[src/rtl/ps2_action_decoder_pkg.sv]
// Shared definitions for the PS/2 action decoder: frame FSM encoding,
// scan-code prefixes and the event word layout.
package ps2_action_decoder_pkg;

  typedef enum logic [1:0] {
    ST_IDLE,
    ST_DATA,
    ST_PARITY,
    ST_STOP
  } frameStateT;

  localparam logic [7:0] PS2_EXT = 8'hE0;
  localparam logic [7:0] PS2_BRK = 8'hF0;

  // Event word is {brk, ext, code[7:0]}
  localparam int EVT_W = 10;

  function automatic logic oddParityOk(input logic [7:0] data, input logic par);
    return ^{data, par};
  endfunction

endpackage

[src/rtl/ps2_action_decoder_evt_fifo.sv]
// Small synchronous event queue with first-word-fall-through output and a
// sticky overflow flag for pushes that had to be dropped.
module ps2_evt_fifo #(
  parameter int DEPTH = 4,
  parameter int WIDTH = 10
) (
  input  logic             ClockT,
  input  logic             Reset,
  input  logic             push,
  input  logic [WIDTH-1:0] pushData,
  input  logic             pop,
  output logic             valid,
  output logic [WIDTH-1:0] headData,
  output logic             overflow
);

  localparam int AW = (DEPTH > 1) ? $clog2(DEPTH) : 1;
  localparam logic [AW:0]   FULL_CNT = (AW+1)'(DEPTH);
  localparam logic [AW-1:0] LAST_PTR = AW'(DEPTH - 1);

  logic [WIDTH-1:0] mem [DEPTH];
  logic [AW-1:0]    wrPtr;
  logic [AW-1:0]    rdPtr;
  logic [AW:0]      count;
  logic             empty;
  logic             full;
  logic             doPush;
  logic             doPop;

  function automatic logic [AW-1:0] nextPtr(input logic [AW-1:0] p);
    return (p == LAST_PTR) ? '0 : p + AW'(1);
  endfunction

  assign empty  = (count == '0);
  assign full   = (count == FULL_CNT);
  assign doPop  = pop && !empty;
  // A full queue still accepts a push when the head leaves in the same cycle
  assign doPush = push && (!full || doPop);

  assign valid    = !empty;
  assign headData = empty ? '0 : mem[rdPtr];

  always_ff @(posedge ClockT) begin
    if (doPush) mem[wrPtr] <= pushData;
  end

  always_ff @(posedge ClockT or posedge Reset) begin
    if (Reset) begin
      wrPtr    <= '0;
      rdPtr    <= '0;
      count    <= '0;
      overflow <= 1'b0;
    end else begin
      if (doPush) wrPtr <= nextPtr(wrPtr);
      if (doPop)  rdPtr <= nextPtr(rdPtr);
      if (push && !doPush) overflow <= 1'b1;
      unique case ({doPush, doPop})
        2'b10:   count <= count + (AW+1)'(1);
        2'b01:   count <= count - (AW+1)'(1);
        default: count <= count;
      endcase
    end
  end

endmodule

[src/rtl/ps2_action_decoder.sv]
// PS/2 keyboard receiver that tracks held action keys, pulses on new presses
// and queues every decoded make/break event.
module ps2_action_decoder
  import ps2_action_decoder_pkg::*;
#(
  parameter int                 N_ACT       = 5,
  parameter logic [N_ACT*8-1:0] KEY_CODES   = {8'h4C, 8'h4B, 8'h22, 8'h21, 8'h4D},
  parameter int                 FILT_LEN    = 4,
  parameter int                 TIMEOUT_CYC = 50000,
  parameter int                 FIFO_DEPTH  = 4
) (
  input  logic             ClockT,
  input  logic             Reset,
  input  logic             Ps2Clk,
  input  logic             DataT,
  output logic [N_ACT-1:0] mAccion,
  output logic             bandera,
  output logic             evt_valid,
  output logic [EVT_W-1:0] evt_data,
  input  logic             evt_ready,
  output logic             err_frame,
  output logic             ovf
);

  localparam int FW = $clog2(FILT_LEN + 1);
  localparam int TW = $clog2(TIMEOUT_CYC + 1);
  localparam logic [FW-1:0]    FILT_LAST = FW'(FILT_LEN - 1);
  localparam logic [TW-1:0]    TIMER_MAX = TW'(TIMEOUT_CYC - 1);
  localparam logic [N_ACT-1:0] ONE       = N_ACT'(1);

  logic [1:0]       clkSync;
  logic [1:0]       dataSync;
  logic             clkS;
  logic             dataS;
  logic [FW-1:0]    filtCnt;
  logic             filtClk;
  logic             strobe;

  frameStateT       state;
  logic [2:0]       bitCnt;
  logic [7:0]       shiftReg;
  logic             parityBit;
  logic [TW-1:0]    timer;
  logic             armed;
  logic             ext;
  logic             brk;

  logic             strobeArmed;
  logic             timeoutHit;
  logic             byteOk;
  logic             isPrefix;
  logic             evtPush;
  logic [N_ACT-1:0] keyHit;
  logic [N_ACT-1:0] keyFirst;

  always_ff @(posedge ClockT or posedge Reset) begin
    if (Reset) begin
      clkSync  <= 2'b11;
      dataSync <= 2'b11;
    end else begin
      clkSync  <= {clkSync[0], Ps2Clk};
      dataSync <= {dataSync[0], DataT};
    end
  end

  assign clkS  = clkSync[1];
  assign dataS = dataSync[1];

  // Accept a new clock level only after FILT_LEN consecutive differing samples;
  // the strobe marks a 1->0 change of the accepted level.
  always_ff @(posedge ClockT or posedge Reset) begin
    if (Reset) begin
      filtCnt <= '0;
      filtClk <= 1'b1;
      strobe  <= 1'b0;
    end else begin
      strobe <= 1'b0;
      if (clkS == filtClk) begin
        filtCnt <= '0;
      end else if (filtCnt == FILT_LAST) begin
        filtCnt <= '0;
        filtClk <= clkS;
        strobe  <= filtClk;
      end else begin
        filtCnt <= filtCnt + FW'(1);
      end
    end
  end

  assign strobeArmed = strobe && armed;
  assign timeoutHit  = (state != ST_IDLE) && !strobe && (timer == TIMER_MAX);
  assign byteOk      = strobeArmed && (state == ST_STOP) && dataS &&
                       oddParityOk(shiftReg, parityBit);
  assign isPrefix    = (shiftReg == PS2_EXT) || (shiftReg == PS2_BRK);
  assign evtPush     = byteOk && !isPrefix;

  // Lowest matching index wins: isolate the least significant set bit
  always_comb begin
    keyHit = '0;
    for (int i = 0; i < N_ACT; i++) begin
      keyHit[i] = (KEY_CODES[8*i +: 8] == shiftReg);
    end
    keyFirst = keyHit & (~keyHit + ONE);
  end

  // Until the bus has been seen idle for a full timeout window after reset,
  // strobes are ignored so the tail of an interrupted frame cannot be taken
  // for a fresh start bit. Afterwards the same timer guards in-frame stalls.
  always_ff @(posedge ClockT or posedge Reset) begin
    if (Reset) begin
      state     <= ST_IDLE;
      bitCnt    <= '0;
      shiftReg  <= '0;
      parityBit <= 1'b0;
      timer     <= '0;
      armed     <= 1'b0;
      ext       <= 1'b0;
      brk       <= 1'b0;
      mAccion   <= '0;
      bandera   <= 1'b0;
      err_frame <= 1'b0;
    end else begin
      bandera   <= 1'b0;
      err_frame <= 1'b0;

      if (!armed) begin
        if (!filtClk) begin
          timer <= '0;
        end else if (timer == TIMER_MAX) begin
          timer <= '0;
          armed <= 1'b1;
        end else begin
          timer <= timer + TW'(1);
        end
      end else if ((state == ST_IDLE) || strobe || timeoutHit) begin
        timer <= '0;
      end else begin
        timer <= timer + TW'(1);
      end

      if (timeoutHit) begin
        state     <= ST_IDLE;
        err_frame <= 1'b1;
      end else if (strobeArmed) begin
        unique case (state)
          ST_IDLE: begin
            if (!dataS) begin
              state  <= ST_DATA;
              bitCnt <= '0;
            end
          end
          ST_DATA: begin
            shiftReg <= {dataS, shiftReg[7:1]};
            bitCnt   <= bitCnt + 3'd1;
            if (bitCnt == 3'd7) state <= ST_PARITY;
          end
          ST_PARITY: begin
            parityBit <= dataS;
            state     <= ST_STOP;
          end
          ST_STOP: begin
            state <= ST_IDLE;
            if (!byteOk) err_frame <= 1'b1;
          end
        endcase
      end

      if (byteOk) begin
        if (shiftReg == PS2_EXT) begin
          ext <= 1'b1;
        end else if (shiftReg == PS2_BRK) begin
          brk <= 1'b1;
        end else begin
          ext <= 1'b0;
          brk <= 1'b0;
          if (!ext) begin
            if (!brk) begin
              mAccion <= mAccion | keyFirst;
              bandera <= |(keyFirst & ~mAccion);
            end else begin
              mAccion <= mAccion & ~keyFirst;
            end
          end
        end
      end
    end
  end

  ps2_evt_fifo #(
    .DEPTH (FIFO_DEPTH),
    .WIDTH (EVT_W)
  ) evtFifo (
    .ClockT   (ClockT),
    .Reset    (Reset),
    .push     (evtPush),
    .pushData ({brk, ext, shiftReg}),
    .pop      (evt_ready),
    .valid    (evt_valid),
    .headData (evt_data),
    .overflow (ovf)
  );

endmodule
[config.mk]
export PLATFORM = sky130hd
export DESIGN_NAME = ps2_action_decoder
export DESIGN_NICKNAME = d
export VERILOG_FILES = /design/src/rtl/ps2_action_decoder_pkg.sv /design/src/rtl/ps2_action_decoder_evt_fifo.sv /design/src/rtl/ps2_action_decoder.sv
export SDC_FILE = /design/constraint.sdc
export NUM_CORES = 1
export LEC_CHECK = 0
export ABC_AREA = 1
export BUFFER_PORTS_ARGS = -buffer_cell sky130_fd_sc_hd__buf_4
export CORE_UTILIZATION = 45
export DETAILED_ROUTE_END_ITERATION = 8
export PLACE_DENSITY = 0.74
export SLEW_MARGIN = 20
export SYNTH_ARGS = -nofsm -noshare
export SYNTH_HDL_FRONTEND = slang
export SYNTH_HIERARCHICAL = 1
export SYNTH_SLANG_ARGS = --single-unit
[constraint.sdc]
create_clock -name ClockT -period 4.7 [get_ports ClockT]
set_clock_uncertainty 0.2 [all_clocks]
set_input_delay 0.705 -clock ClockT [delete_from_list [all_inputs] [get_ports ClockT]]
set_output_delay 0.705 -clock ClockT [all_outputs]
set_load 0.05 [all_outputs]
==> results of run 1 <==
==> critical path: stages (launching register included) <==
cell	delay (ps)
dfrtp_1	850
inv_2	340
nand2_1	140
nand3_1	70
a21oi_1	210
buf_4	230
==> power breakdown <==
group / switching, uW / leakage (uW) / internal, uW
combinational: 64.4 / 0.000998 / 34.5
sequential: 17.4 / 0.00124 / 906
clock: 298 / 0.0000923 / 202
==> layer usage <==
metal	vias to the layer above	wire (um)	share of wire, %	global-route usage [%]
met4	0	59	0.70	7.34
met3	4	324	3.8	3.18
met2	51	4230	50	28.7
li1	1734	-	-	-
met1	1551	3860	46	21.0
met5	-	0	0	0
==> cell type report <==
| class | instances | area (sq um) |
|---|---|---|
| clock inverter | 7 | 62.6 |
| tap | 136 | 170 |
| timing repair buffer | 23 | 173 |
| multi-input combinational | 316 | 1670 |
| sequential | 97 | 2630 |
| fill | 930 | 5030 |
| clock buffer | 9 | 124 |
| inverter | 108 | 407 |
==> worst paths after layout <==
path / startpoint / end / depth (start not counted)
min in group ClockT: clkSync[0] / clkSync[1] / 0
worst max-delay path: evtFifo/rdPtr[0] / evt_data[6] / 5
worst min register to register: clkSync[0] / clkSync[1] / 0
worst min-delay path: Reset / evtFifo/wrPtr[1] / 2
worst max register to register: shiftReg[2] / evtFifo/mem[2][5] / 12
max in group asynchronous: Reset / bitCnt[2] / 2
==> cells in the final DEF (no fill, tap or decap), types with 2 or more instances in the layout <==
cell type	count
nand2_1	120
inv_1	97
dfrtp_1	52
nand3_1	44
edfxtp_1	40
nor2_1	31
buf_4	23
o21ai_0	21
a21oi_1	21
ha_1	14
nor3_1	12
inv_2	9
clkbuf_8	9
nand4_1	8
nand2_2	6
o21bai_1	6
dfstp_2	5
nor2_2	4
xor2_1	4
nand3_2	3
nor2_4	3
nor4_1	3
xnor2_1	3
clkinv_4	3
nand2_4	2
inv_6	2
==> state kept, by name, summed over array words and instances (netlist names), 2 cells and up, named ones only <==
signal	count
evtFifo/rdPtr	2
evtFifo/wrPtr	2
evtFifo/count	3
shiftReg	8
dataSync	2
evtFifo/mem	40
timer	16
bitCnt	3
clkSync	2
filtCnt	3
state	2
==> kinds of logic after synthesis <==
| kind of cell | count (synthesis) |
|---|---|
| xor+xnor | 7 |
| simple gates | 241 |
| compound gates | 53 |
| fa+ha+maj | 15 |
| flops | 97 |
| buf+inv | 116 |
==> metrics by stage <==
step	hold WS [ps]	area (sq um)
after global placement	148	5060
final	103	5240
after floorplan	145	4750
after detailed placement	147	5060
after CTS	96.6	5240
after global routing	113	5240
==> results.md, run 1 <==
* TritonRoute pass-1 iters at 4
* Post-synthesis mux area share at 0%
* Synth Area in Simple Gates at 23.7%
* Detailed Place HPWL at 6030 um
* RSZ-0062 raised after global routing: false
* Post-Place Setup Slack at 1710 ps
* Post-cts sizing count at 0
* Total congestion overflow at 0
* Fin worst setup slack at 1580 ps
* Share of cells above drive strength 1 at 13.8%
* CTS root buf: clkbuf_8
* GRT Total Usage at 16.9%
* Vert. Die Dim at 105 um
* CTS tree: built
* EDFF count, synth at 40
* Most frequent cells after synthesis: nand2_1, inv_1, dfrtp_1
* Initial antenna violation count at 0
* R2R setup slack at 1720 ps
* Area grow syn2layout at 10.3%
* WP data required at 3800 ps
* Slew HR at 34.0%
* Top cells by area, synth: dfrtp_1, edfxtp_1, nand2_1, inv_1, nand3_1
* Die Area at 11000 sq um
* Avg Cell Area, Syn at 8.98 sq um
* Adder-cell area share of the yosys netlist at 4.11%
* Main combinational cell family by area after synthesis: simple AND/OR/NAND/NOR gates
* Post-CTS setup buffer count at 0
* Port bufs at 23
* Total CTS buffers at 9
* # H-tree levels at 3
* Seq/Total Area, Yosys at 55.4%
* CP Class: register to output port
* Top-area cell type share of the netlist area at 27.4%
* CTS sink count at 97
* Synth Area in XOR/XNOR at 1.29%
* Syn nets at 549
* Finished Layout Cells at 696
* Initial Util at 46.2%
* RD Place Congestion at 0.858
* WP data arrival at 2210 ps
* Ys Warns at 6
* Placed cells at 680
* Max-Cap Viols at 0
* Antenna cells at 0
* Final setup viols at 0
* First-pass GRT wire length at 14700 um
* Final worst path period share at 66.4%
* Pwr/cell area at 290 nW/um^2
* Row cnt at 37
* Primary FF master, synth: dfrtp_1
* Post-route antenna net violation count at 0
* Most common cell in the netlist: nand2_1
* Final WL at 8480 um
* Iteration-0 DRC count of the detailed router at 201
* Vias per Instance at 4.80
* Hold Fails Final Rpt at 0
* Nature of the critical path startpoint: register
* Worst skew pair latency at 350 ps
* IO Pins at 24
* Core area at 10300 sq um
* Die width at 105 um
* Pwr Total at 1520 uW
* CTS Hold Bufs at 0
* Largest net degree at the start of global routing at 50
* Post-synth cell types at 36
* Vias in the first global route at 3277
* Status: finished clean
* Routed vias at 3340
* Nets@finish at 575
* Avg WL per Cell at 12.2 um
* Setup TNS at 0 ps
* Clock buffer depth at 2
* Post-synthesis register bit count at 97
* Hold WC Path Type: primary input to async pin
* DRC viols at 0
* Minimum clock period at 3120 ps
* Final design utilization at 51.0%
* Leading area contributor after synthesis: dfrtp_1
* Final Max Slew Viols at 0
* Area fraction in compound gates after synthesis at 6.11%
* CP endpoint kind: output port
* Worst VDD drop at 0.000227 V
* Mapped cell area at 4750 sq um
* Post-Synthesis Cells at 529
* Slew @ Worst Pin at 986 ps
* Max FO, Critical Path at 24
* Clock Pin Slew Worst Setup and Hold Paths at 90 ps
* Max Fclk at 321 MHz
* Lkg Pwr at 0.00233 uW
* Async set-reset flop share out of synthesis at 58.8%
(Power assumes the default switching activity.)
==> inputs of run 2 (changes only) <==
Clock period 4.7 ns to 3.1 ns, I/O delays scaled along.
==> run 2 against run 1 <==
Effect of this change:
- final area up 1.8%
- setup slack got worse by 1300 ps
- combinational power increased by 62%
- die area stayed put
- sequential power rose by 52%
- via count increased by 2.1%
- clock power increased by 65%
- utilization increased by 0.94 points
- power grew 57%
- largest cell class unchanged
- highest routed layer unchanged
==> results.md, run 2 (synthesis results as in run 1) <==
* Worst VDD drop at 0.000329 V
* Wire length on met3 at 301 um
* Post-route antenna net violation count at 0
* DR top layer: met4
* Vert. Die Dim at 105 um
* CP endpoint kind: register
* GRT Total Usage at 17.8%
* R2R setup slack at 310 ps
* Post-cts sizing count at 0
* Antenna cells at 0
* Worst skew pair latency at 370 ps
* Clock buffer depth at 2
* RSZ-0062 raised after global routing: false
* Die width at 105 um
* Post-Place Setup Slack at 344 ps
* Detailed Place HPWL at 6320 um
* Post-CTS setup buffer count at 0
* CTS root buf: clkbuf_8
* Fillers at 945
* Final Max Slew Viols at 0
* Worst r2r path cells at 14
* Reg area at 2630 sq um
* Minimum clock period at 2790 ps
* CTS tree: built
* Hold Path Sink: dataSync[1]
* TritonRoute pass-1 iters at 4
* Max FFs per register at 40
* CTS Hold Bufs at 3
* Max-Cap Viols at 0
* Reg-to-Reg Start: shiftReg[3]
* DRC viols at 0
* Iteration-0 DRC count of the detailed router at 173
* IO Pins at 24
* Final WL at 8820 um
* Wire length on met1 at 4060 um
* RD Place Congestion at 0.897
* Status: finished clean
* Avg WL per Cell at 12.5 um
* Clock Pin Slew Worst Setup and Hold Paths at 90 ps
* Max Fclk at 358 MHz
* WP data required at 3190 ps
* # H-tree levels at 3
* Nature of the critical path startpoint: register
* Lkg Pwr at 0.00238 uW
* Final worst path period share at 90.1%
* Initial antenna violation count at 0
* Total congestion overflow at 0
* R2r endpoint: evtFifo/count[1]
* Final setup viols at 0
* Fin worst setup slack at 306 ps
* Most flops, register: evtFifo/mem
* Max FO, Critical Path at 8
* Total CTS buffers at 9
* Top Registers: evtFifo/mem x40, timer x16, shiftReg x8
* First-pass GRT wire length at 15500 um
* WP data arrival at 2880 ps
* Hold WC Path Type: register to register
* Port bufs at 23
* Initial Util at 46.2%
* Row cnt at 37
* Commonest non-fill, non-tap cell in the layout: nand2_1
* Vias per Instance at 4.83
* Vias in the first global route at 3418
* Slew @ Worst Pin at 453 ps
* Core area at 10300 sq um
* Setup TNS at 0 ps
* Largest net degree at the start of global routing at 37
* Hold path depth at 0
* Met2 routed WL at 4330 um
* Share of cells above drive strength 1 at 14.7%
* CP Class: register to register
* Nets@finish at 585
* CTS sink count at 97
* Slew HR at 69.8%
* Die Area at 11000 sq um
* Hold Fails Final Rpt at 0
* Area occupied by multi-input gates at 1670 sq um
* Most frequent cells in the layout: nand2_1, inv_1, dfrtp_1, nand3_1, edfxtp_1
* Hold Crit Start: dataSync[0]
* Pwr/cell area at 447 nW/um^2
* Routed vias at 3409
* Area grow syn2layout at 12.4%
==> run 2: worst max path at each step <==
stage / from / to / slack, ps / cells after the start
after floorplan: evtFifo/count[0] / evt_data[0] / 650 / 4
after global placement: shiftReg[2] / evtFifo/count[1] / 510 / 15
after detailed placement: shiftReg[3] / evtFifo/count[1] / 340 / 14
after CTS: shiftReg[3] / evtFifo/count[1] / 320 / 14
after global routing: shiftReg[2] / evtFifo/count[2] / 100 / 17
final: shiftReg[3] / evtFifo/count[1] / 310 / 14
==> run 2: report_power, final <==
group | switching [uW] | internal [uW]
clock network | 450 | 379
logic | 104 | 55.9
registers | 25.7 | 1370
total | 580 | 1810
==> run 2: final cells by class <==
cell class	instances	share of cell area, %
multi-input combinational	316	31.3
sequential	97	49.3
clock buffer	9	2.32
inverter	108	7.59
tap	136	3.19
timing repair buffer	33	4.78
clock inverter	7	1.45
==> run 2: critical path: stages, from the launching register on <==
cell,delay [ps]
dfrtp_1,470
inv_1,140
nand2_1,80
nand2_1,80
nand3_1,130
nand2_4,100
nand3_2,100
nand2_4,120
nand3_4,80
inv_1,190
nand2_2,140
ha_1,230
inv_1,100
fa_1,410
o21ai_0,140
==> run 2: metrics by stage <==
step / instances / instance area [sq um] / hold slack (ps) / util (%) / total power, uW
after detailed placement: 687 / 5110 / 147 / 49.7 / 1580
after floorplan: 529 / 4750 / 80.7 / - / 1550
final: 706 / 5340 / 162 / 52.0 / 2390
after global routing: 706 / 5340 / 164 / 52.0 / 2490
after CTS: 706 / 5340 / 163 / 52.0 / 2420
after global placement: 687 / 5110 / 149 / 49.7 / 1580
==> run 2: routing by layer <==
layer / track usage (%) / up-vias
met4: 7.55 / 0
li1: - / 1749
met5: 0 / -
met3: 3.24 / 10
met1: 22.3 / 1602
met2: 30.2 / 48
==> inputs of run 3 (changes only) <==
Settings changed: BUFFER_PORTS_ARGS -buffer_cell sky130_fd_sc_hd__buf_4 to -buffer_cell sky130_fd_sc_hd__buf_2.
==> run 3 against run 2 <==
Effect of this change:
- die area stayed put
- sequential cell count stayed put
- fmax is 0.95% higher
- final cell count is 0.14% lower
- power is 4.1% higher
- final area is 0.66% lower
- global-route usage is 0.46 points lower
- worst hold slack better by 0.67 ps
==> results.md, run 3 (synthesis results as in run 1) <==
* Status: finished clean
* Antenna cells at 0
* Initial Util at 46.2%
* Area grow syn2layout at 11.6%
* Final setup viols at 0
* Vias per Instance at 4.84
* CP max stage cell: dfrtp_1
* Max FFs per register at 40
* R2R setup slack at 330 ps
* Hold Crit Start: clkSync[0]
* Top Registers: evtFifo/mem x40, timer x16, shiftReg x8
* Iteration-0 DRC count of the detailed router at 168
* Final Max Slew Viols at 0
* RSZ-0062 raised after global routing: false
* NetSw at 589 uW
* # H-tree levels at 3
* Clock buffer depth at 2
* Max-Cap Viols at 0
* Wire length on met3 at 421 um
* CP Cell Sequence: inv_1, nand2_1, nand2_1, nand3_1, nand2_4, inv_1, nand2_2, nand2_4, nand3_4, inv_1, nand2_2, ha_1, inv_1, fa_1, nand2_1, nand3_1, nand2_1, nand2_1
* Post-CTS setup buffer count at 0
* Slew @ Worst Pin at 827 ps
* Vert. Die Dim at 105 um
* CP most frequent cell: nand2_1
* Max FO, Critical Path at 8
* Row cnt at 37
* Detailed Place HPWL at 6200 um
* Nature of the critical path startpoint: register
* Post-cts sizing count at 0
* Hold path depth at 0
* Port bufs at 23
* TritonRoute pass-1 iters at 4
* CTS root buf: clkbuf_8
* Worst VDD drop at 0.000330 V
* Slew HR at 44.8%
* Hold Fails Final Rpt at 0
* Combinational Power Share at 6.3%
* Sequential share of power at 56.3%
* Pwr/cell area at 469 nW/um^2
* DRC viols at 0
* Met2 routed WL at 4250 um
* Worst r2r path cells at 18
* Area post-placement at 5040 sq um
* Die width at 105 um
* Setup TNS at 0 ps
* Post-Place Setup Slack at 349 ps
* Reg-to-Reg Start: shiftReg[3]
* CP Class: register to register
* R2r endpoint: evtFifo/count[2]
* Initial antenna violation count at 0
* Routed vias at 3412
* Total congestion overflow at 0
* Worst skew pair latency at 360 ps
* Lkg Pwr at 0.00240 uW
* Post-route antenna net violation count at 0
* Fin worst setup slack at 333 ps
* Pwr Total at 2490 uW
* Minimum clock period at 2770 ps
* Share of cells above drive strength 1 at 14.6%
* Avg WL per Cell at 12.3 um
* Most frequent cells in the layout: nand2_1, inv_1, dfrtp_1, nand3_1, edfxtp_1
* Final instance area at 5310 sq um
* Max Fclk at 361 MHz
* Wire length on met1 at 3820 um
* Clk pwr share at 37.4%
* Nets@finish at 584
* WP data arrival at 2830 ps
* RD Place Congestion at 0.868
* Largest net degree at the start of global routing at 50
* GRT Total Usage at 17.3%
* Die Area at 11000 sq um
* CP endpoint kind: register
* Bufs and invs on worst path at 4
* Commonest non-fill, non-tap cell in the layout: nand2_1
* Switching part of the total at 23.7%
* Core area at 10300 sq um
* Total CTS buffers at 9
* Most flops, register: evtFifo/mem
* Internal power at 1900 uW
* Clock Pin Slew Worst Setup and Hold Paths at 100 ps
* DR top layer: met4
* Final design utilization at 51.6%
* Final WL at 8640 um
* Vias in the first global route at 3247
* CTS sink count at 97
* Hold WC Path Type: register to register
* IO Pins at 24
* CP top delay family: simple AND/OR/NAND/NOR gates
* Worst stage delay on the critical path at 470 ps
* WP data required at 3160 ps
* CTS Hold Bufs at 3
* Final worst path period share at 89.3%
* First-pass GRT wire length at 14900 um
* CTS tree: built
* Hold Path Sink: clkSync[1]
## run 3: cell count changes in the layout (fill, tap and decap cells not counted)
cell,change
buf_4,-24
buf_2,+23
clkinvlp_4,-3
inv_6,+2
bufinv_16,+1
clkinv_2,+1
clkinv_4,+1
clkinvlp_2,-1
inv_2,-1
## run 3: power groups by stage
stage / clock [uW] / sequential [uW] / combinational, uW
2_1_floorplan: 0 / 1420 / 126
3_3_place_gp: 0 / 1420 / 149
3_5_place_dp: 0 / 1430 / 158
4_1_cts: 955 / 1400 / 161
5_1_grt: 1010 / 1400 / 187
6_report: 930 / 1400 / 157
## run 3: layer usage
layer  track usage [%]  vias up
met5                 0        -
met4              6.74        0
met3              4.05       13
met2              29.9       78
met1              20.9     1568
li1                  -     1753
## run 3: area by class of cell
cell class	instances	area [sq um]
clock buffers	9	124
clock inverters	7	106
fillers	956	4970
inverters	108	407
multi-input cells	316	1670
flip-flops and latches	97	2630
well taps	136	170
repair buffers	32	190
## run 3: how the worst max path moves through the flow
stage	from	end	slack [ps]	cells after the start
6_report	shiftReg[3]	evtFifo/count[2]	330	18
2_1_floorplan	evtFifo/count[0]	evt_data[0]	650	4
5_1_grt	shiftReg[3]	evtFifo/count[2]	80	18
3_5_place_dp	shiftReg[3]	evtFifo/count[2]	350	18
3_3_place_gp	shiftReg[4]	evtFifo/count[2]	500	18
4_1_cts	shiftReg[3]	evtFifo/count[2]	340	18
## run 3: through the flow
step                      instances  hold WS (ps)
after floorplan                 529          80.7
after global placement          686           147
after detailed placement        686           149
after CTS                       705           164
after global routing            705           165
final                           705           163
